File: src/rtl/k10_smoke_pkg.sv
// Shared types and helpers for the smoke monitor: FSM states, verdict codes
// and a lowest-set-bit search used to report the offending channel.
package k10_smoke_pkg;

  typedef enum logic [2:0] {
    ST_IDLE,
    ST_ARM,
    ST_RUN,
    ST_PASS,
    ST_FAIL
  } smoke_state_e;

  typedef enum logic [1:0] {
    FAIL_NONE    = 2'b00,
    FAIL_TIMEOUT = 2'b01,
    FAIL_ORDER   = 2'b10,
    FAIL_UNEXP   = 2'b11
  } smoke_fail_e;

  // Index of the lowest set bit; 0 when no bit is set.
  function automatic int lowest_set(input logic [31:0] v);
    int idx;
    idx = 0;
    for (int i = 31; i >= 0; i--) begin
      if (v[i]) idx = i;
    end
    return idx;
  endfunction

endpackage

File: src/rtl/k10_sync_edge.sv
// Two-flop synchroniser per bit with a registered rising-edge output. Asserting
// load_i discards any pending edge so only edges after the baseline count.
module k10_sync_edge #(
  parameter int WIDTH = 1
) (
  input  logic             clk_i,
  input  logic             rst_i,
  input  logic             load_i,
  input  logic [WIDTH-1:0] async_i,
  output logic [WIDTH-1:0] level_o,
  output logic [WIDTH-1:0] rise_o
);

  for (genvar gi = 0; gi < WIDTH; gi++) begin : g_bit
    logic meta_q;
    logic sync_q;
    logic base_q;
    logic rise_q;

    always_ff @(posedge clk_i) begin
      if (rst_i) begin
        meta_q <= 1'b0;
        sync_q <= 1'b0;
        base_q <= 1'b0;
        rise_q <= 1'b0;
      end else begin
        meta_q <= async_i[gi];
        sync_q <= meta_q;
        base_q <= sync_q;
        rise_q <= load_i ? 1'b0 : (sync_q & ~base_q);
      end
    end

    assign level_o[gi] = sync_q;
    assign rise_o[gi]  = rise_q;
  end

endmodule

File: src/rtl/k10_smoke_monitor.sv
// Sticky pass/fail monitor: every masked channel must assert within a cycle
// budget, optionally in ascending order and with no activity on other channels.
module k10_smoke_monitor
  import k10_smoke_pkg::*;
#(
  parameter int NUM_CH         = 8,
  parameter int TIMEOUT_CYCLES = 400000,
  parameter int EDGE_MODE      = 1,
  parameter int ORDERED        = 0,
  parameter int STRICT         = 0,
  parameter int CNT_W          = $clog2(TIMEOUT_CYCLES + 1),
  localparam int CH_W          = (NUM_CH > 1) ? $clog2(NUM_CH) : 1
) (
  input  logic              clk_i,
  input  logic              rst_i,
  input  logic              start_i,
  input  logic              abort_i,
  input  logic [NUM_CH-1:0] expect_mask_i,
  input  logic [NUM_CH-1:0] gp_i,
  output logic              busy_o,
  output logic              done_o,
  output logic              pass_o,
  output logic              fail_o,
  output logic [1:0]        fail_code_o,
  output logic [CH_W-1:0]   fail_ch_o,
  output logic [NUM_CH-1:0] seen_o,
  output logic [CNT_W-1:0]  cycles_o
);

  smoke_state_e      state_q, state_d;
  smoke_fail_e       code_q, code_d;
  logic [NUM_CH-1:0] mask_q, mask_d;
  logic [NUM_CH-1:0] seen_q, seen_d;
  logic [CNT_W-1:0]  cnt_q, cnt_d;
  logic [CH_W-1:0]   ch_q, ch_d;

  logic [NUM_CH-1:0] level, rise, evt, new_w, unexp, pend, viol, seen_nx, missing;
  logic              complete;

  k10_sync_edge #(.WIDTH(NUM_CH)) u_sync (
    .clk_i   (clk_i),
    .rst_i   (rst_i),
    .load_i  (state_q == ST_ARM),
    .async_i (gp_i),
    .level_o (level),
    .rise_o  (rise)
  );

  assign evt      = (EDGE_MODE != 0) ? rise : level;
  assign new_w    = evt & mask_q & ~seen_q;
  assign unexp    = evt & ~mask_q;
  assign pend     = mask_q & ~seen_q & ~new_w;
  assign seen_nx  = seen_q | new_w;
  assign missing  = mask_q & ~seen_nx;
  assign complete = (seen_nx == mask_q);

  // A new bit is out of order if a still-pending masked bit sits below it.
  for (genvar gi = 0; gi < NUM_CH; gi++) begin : g_viol
    if (gi == 0) begin : g_lsb
      assign viol[gi] = 1'b0;
    end else begin : g_upper
      assign viol[gi] = new_w[gi] & (|pend[gi-1:0]);
    end
  end

  always_comb begin
    state_d = state_q;
    mask_d  = mask_q;
    seen_d  = seen_q;
    cnt_d   = cnt_q;
    code_d  = code_q;
    ch_d    = ch_q;
    if (abort_i) begin
      state_d = ST_IDLE;
      mask_d  = '0;
      seen_d  = '0;
      cnt_d   = '0;
      code_d  = FAIL_NONE;
      ch_d    = '0;
    end else begin
      case (state_q)
        ST_IDLE, ST_PASS, ST_FAIL: begin
          if (start_i) begin
            mask_d  = expect_mask_i;
            seen_d  = '0;
            cnt_d   = '0;
            code_d  = FAIL_NONE;
            ch_d    = '0;
            state_d = (expect_mask_i == '0) ? ST_PASS : ST_ARM;
          end
        end
        ST_ARM: state_d = ST_RUN;
        ST_RUN: begin
          seen_d = seen_nx;
          if (cnt_q != CNT_W'(TIMEOUT_CYCLES)) cnt_d = cnt_q + 1'b1;
          if ((STRICT != 0) && (|unexp)) begin
            state_d = ST_FAIL;
            code_d  = FAIL_UNEXP;
            ch_d    = CH_W'(lowest_set(32'(unexp)));
          end else if ((ORDERED != 0) && (|viol)) begin
            state_d = ST_FAIL;
            code_d  = FAIL_ORDER;
            ch_d    = CH_W'(lowest_set(32'(viol)));
          end else if (complete) begin
            state_d = ST_PASS;
          end else if (cnt_q == CNT_W'(TIMEOUT_CYCLES - 1)) begin
            state_d = ST_FAIL;
            code_d  = FAIL_TIMEOUT;
            ch_d    = CH_W'(lowest_set(32'(missing)));
          end
        end
        default: state_d = ST_IDLE;
      endcase
    end
  end

  always_ff @(posedge clk_i) begin
    if (rst_i) begin
      state_q <= ST_IDLE;
      mask_q  <= '0;
      seen_q  <= '0;
      cnt_q   <= '0;
      code_q  <= FAIL_NONE;
      ch_q    <= '0;
    end else begin
      state_q <= state_d;
      mask_q  <= mask_d;
      seen_q  <= seen_d;
      cnt_q   <= cnt_d;
      code_q  <= code_d;
      ch_q    <= ch_d;
    end
  end

  assign busy_o      = (state_q == ST_ARM) || (state_q == ST_RUN);
  assign done_o      = (state_q == ST_PASS) || (state_q == ST_FAIL);
  assign pass_o      = (state_q == ST_PASS);
  assign fail_o      = (state_q == ST_FAIL);
  assign fail_code_o = code_q;
  assign fail_ch_o   = ch_q;
  assign seen_o      = seen_q;
  assign cycles_o    = cnt_q;

endmodule

File: config.mk
export PLATFORM = sky130hd
export DESIGN_NAME = k10_smoke_monitor
export DESIGN_NICKNAME = d
export VERILOG_FILES = /design/src/rtl/k10_smoke_pkg.sv /design/src/rtl/k10_sync_edge.sv /design/src/rtl/k10_smoke_monitor.sv
export SDC_FILE = /design/constraint.sdc
export NUM_CORES = 1
export LEC_CHECK = 0
export ABC_AREA = 1
export CELL_PAD_IN_SITES_DETAIL_PLACEMENT = 0
export CELL_PAD_IN_SITES_GLOBAL_PLACEMENT = 1
export CORE_MARGIN = 4
export CORE_UTILIZATION = 41
export DETAILED_ROUTE_END_ITERATION = 10
export PLACE_DENSITY = 0.85
export SETUP_SLACK_MARGIN = 0.02
export SLEW_MARGIN = 0
export SYNTH_ARGS = -nofsm -noshare
export SYNTH_HDL_FRONTEND = slang
export SYNTH_SLANG_ARGS = --single-unit
File: constraint.sdc
create_clock -name clk_i -period 4.23 [get_ports clk_i]
set_input_delay 0.846 -clock clk_i [delete_from_list [all_inputs] [get_ports clk_i]]
set_output_delay 0.846 -clock clk_i [all_outputs]
set_load 0.02 [all_outputs]
==> impl_metrics.yaml <==
critical_path:
  worstSetupPathType: "register to output pin"
  startpoint_type: "register"
  crit_start: "state_q[1]"
  r2r_slack_ns: 2.07
  reg2reg_to: "cycles_o[1]"
  cp.required_ns: 3.38
  cp-endpoint: "busy_o"
  crit_fanout: 16
  slowest_delay_ns: 0.61
  crit_arrival_ns: 2.17
  cpMaxStageDelayCell: "clkdlybuf4s50_1"
  critPathBufInv: 4
  reg2reg_from: "cycles_o[11]"
  cp_common_cell: "inv_1"
  reg2reg_depth: 9
  end_kind: "output pin"
  crit_chain: "inv_1, nor3_4, buf_4, inv_1, nand2_1, clkdlybuf4s50_1"
  worst-path-stages: 6
  cp_top_family: "buffers and inverters"
routing:
  wire_per_inst_um: 12.5
  vias: 3097
  first_iter_violations: 139
  drtAntennaViolNets: 0
  dr.pass1.iters: 4
  wirelength_mm: 8.12
  viasPerCell: 4.75
  drc: 0
floorplanning:
  dieArea_sq_mm: 0.00989
  io_pins: 56
  placementRows: 33
  die_w_um: 99.5
  start_util: 0.419
  fp.dieH_um: 99.5
  core_sq_mm: 0.00818
logic_synthesis:
  synth-async-reset-ratio: 0
  ys_seq_area_frac: 0.432
  synth_fp_nets: 523
  netlist_area_sq_mm: 0.00343
  synth-edff-count: 0
  ys_warn_count: 0
  ys_ff_latch: 74
  synth_ff_type: "dfxtp_1"
  avgSynthCellArea_sq_um: 6.96
  synthCells: 493
  ys_types: 29
cts:
  numCtsBuffers: 9
  post_cts_buffers: 0
  post_cts_resized: 0
  cts_tree: "built"
  ctsHoldBuffers: 0
  cts.path.max_buffers: 2
  clkTransAtPathRegs_ns: 0.08
  cts_sinks: 74
  cts_root_buf: "clkbuf_8"
  clk_latency_ns: 0.35
  htreeDepth: 3
power:
  ir_drop_mv: 0.177
  power_mw: 1.45
  p_leak_nw: 1.69
  powerDensity_mw_per_mm2: 343
sta:
  maxSlewViolCount: 0
  fin_crit_ns: 3.02
  fmax_ghz: 0.331
  hold_viol: 0
  fin_crit_sh: 0.713
  fin_hold_ws_ns: 0.390
  setup_tns_ns: 0
  finClkSkew_ns: 0.00859
  setup_violations: 0
  rsz0062_at_grt: "no"
  relSlewSlack: 0.331
  tightestPinTransition_ns: 1.00
grt:
  grt_pass1_vias: 2989
  overflow: 0
  grt_max_degree: 40
  antenna_found_initial: 0
  grt_pass1_wl_mm: 13.8
  globalRouteTotalUtil: 0.174
finish:
  multi_input_area_sq_mm: 0.00159
  final_common_cell: "nor2_1"
  fill_cells: 846
  antenna_cells: 0
  finish.utilization: 0.516
  regArea_sq_mm: 0.00148
  layout-drive-gt1-share: 0.0658
  final_cell_count_no_fill: 652
  syn_to_final_growth_pct: 23.0
  layout_common_cells: "nor2_1, nand2_1, dfxtp_1, inv_1, clkdlybuf4s50_1"
  fin_nets: 572
place:
  dpl.cell_count: 636
  place_hpwl_mm: 5.72
  gp_congestion: 0.807
  io_buffer_count: 54
min_path:
  hold_path_class: "register to register"
  worstHoldStart: "u_sync.g_bit[6].base_q"
run:
  maxCapViolCount: 0
status:
  run_status: "complete, no violations"
-- stage by stage --
step,worst slack (ns),instance area (sq um)
2_1_floorplan,2.25,3430
3_3_place_gp,0.995,4010
3_5_place_dp,0.972,4010
4_1_cts,1.17,4220
5_1_grt,1.08,4220
6_report,1.21,4220
-- flip-flops by register name, summed over array words and instances (netlist names) --
register and count:
mask_q 8, fail_code_o 1, state_q 3, u_sync.g_bit.meta_q 8
u_sync.g_bit.rise_q 8, fail_ch_o 3, seen_o 8, u_sync.g_bit.sync_q 8
u_sync.g_bit.base_q 8, cycles_o 19
-- layout make-up --
type,instances,area share
sequential,74,0.351
multi-input combinational,334,0.376
inverter,67,0.0596
clock buffer,10,0.0326
tap,105,0.0311
timing repair buffer,56,0.132
clock inverter,6,0.0172
-- kinds of logic (layout without fill, tap and decap cells) --
| group | after synthesis | in the layout | share of synthesized area |
|---|---|---|---|
| other | 1 | 1 | 0.00109 |
| buffers and inverters | 85 | 139 | 0.105 |
| AO/OA/AOI/OAI | 55 | 55 | 0.0843 |
| adder cells (fa/ha/maj) | 10 | 10 | 0.0365 |
| XOR/XNOR | 1 | 1 | 0.00255 |
| flip-flops | 74 | 74 | 0.432 |
| AND/OR/NAND/NOR | 267 | 267 | 0.339 |
-- cell usage after synthesis (2+ instances only) --
library cell  count  share of area
inv_2             2         0.0022
o21bai_1          2         0.0044
nor2_4            2         0.0066
nor3_1            8          0.012
nand2_2           2         0.0036
nor2_2            4         0.0073
nand2_1          83          0.091
a21oi_1          39          0.057
buf_4             3         0.0066
or2_2             6          0.011
buf_6             3         0.0098
inv_1            65          0.071
nand3_1          49          0.072
nor2_1          102           0.11
o21ai_0          10          0.015
buf_2             6         0.0088
nand4_1           8          0.015
dfxtp_1          74           0.43
ha_1             10          0.036
clkbuf_1          6         0.0066
-- layer usage --
metal | routed length [um] | share of wire | global-route usage
met4 | 91 | 0.011 | 0.0746
met3 | 462 | 0.057 | 0.0407
met1 | 3460 | 0.43 | 0.202
met2 | 4110 | 0.51 | 0.305
met5 | 0 | 0 | 0
-- report_power, final --
| part | internal [mW] | switching (mW) |
|---|---|---|
| Sequential | 0.714 | 0.0105 |
| Clock | 0.295 | 0.283 |
| Combinational | 0.0527 | 0.0894 |
| Total | 1.06 | 0.383 |
-- how the worst min path moves through the flow --
stage,to,slack (ns),cells past startpoint
floorplan,u_sync.g_bit[0].rise_q,0.37,1
global placement,u_sync.g_bit[2].rise_q,0.38,1
detailed placement,u_sync.g_bit[6].rise_q,0.38,1
CTS,u_sync.g_bit[6].rise_q,0.39,1
global route,u_sync.g_bit[3].rise_q,0.38,1
finish,u_sync.g_bit[6].rise_q,0.39,1
-- worst reg2reg max path, cell delays in order (launching register included) --
cell,delay (ns)
dfxtp_1,0.57
nand2_1,0.09
inv_1,0.06
nand2_1,0.06
nor2_1,0.16
nand3_1,0.08
nand2_1,0.60
inv_1,0.20
nand2_1,0.11
a21oi_1,0.07
Note: power is estimated with default switching activity, not from simulation.
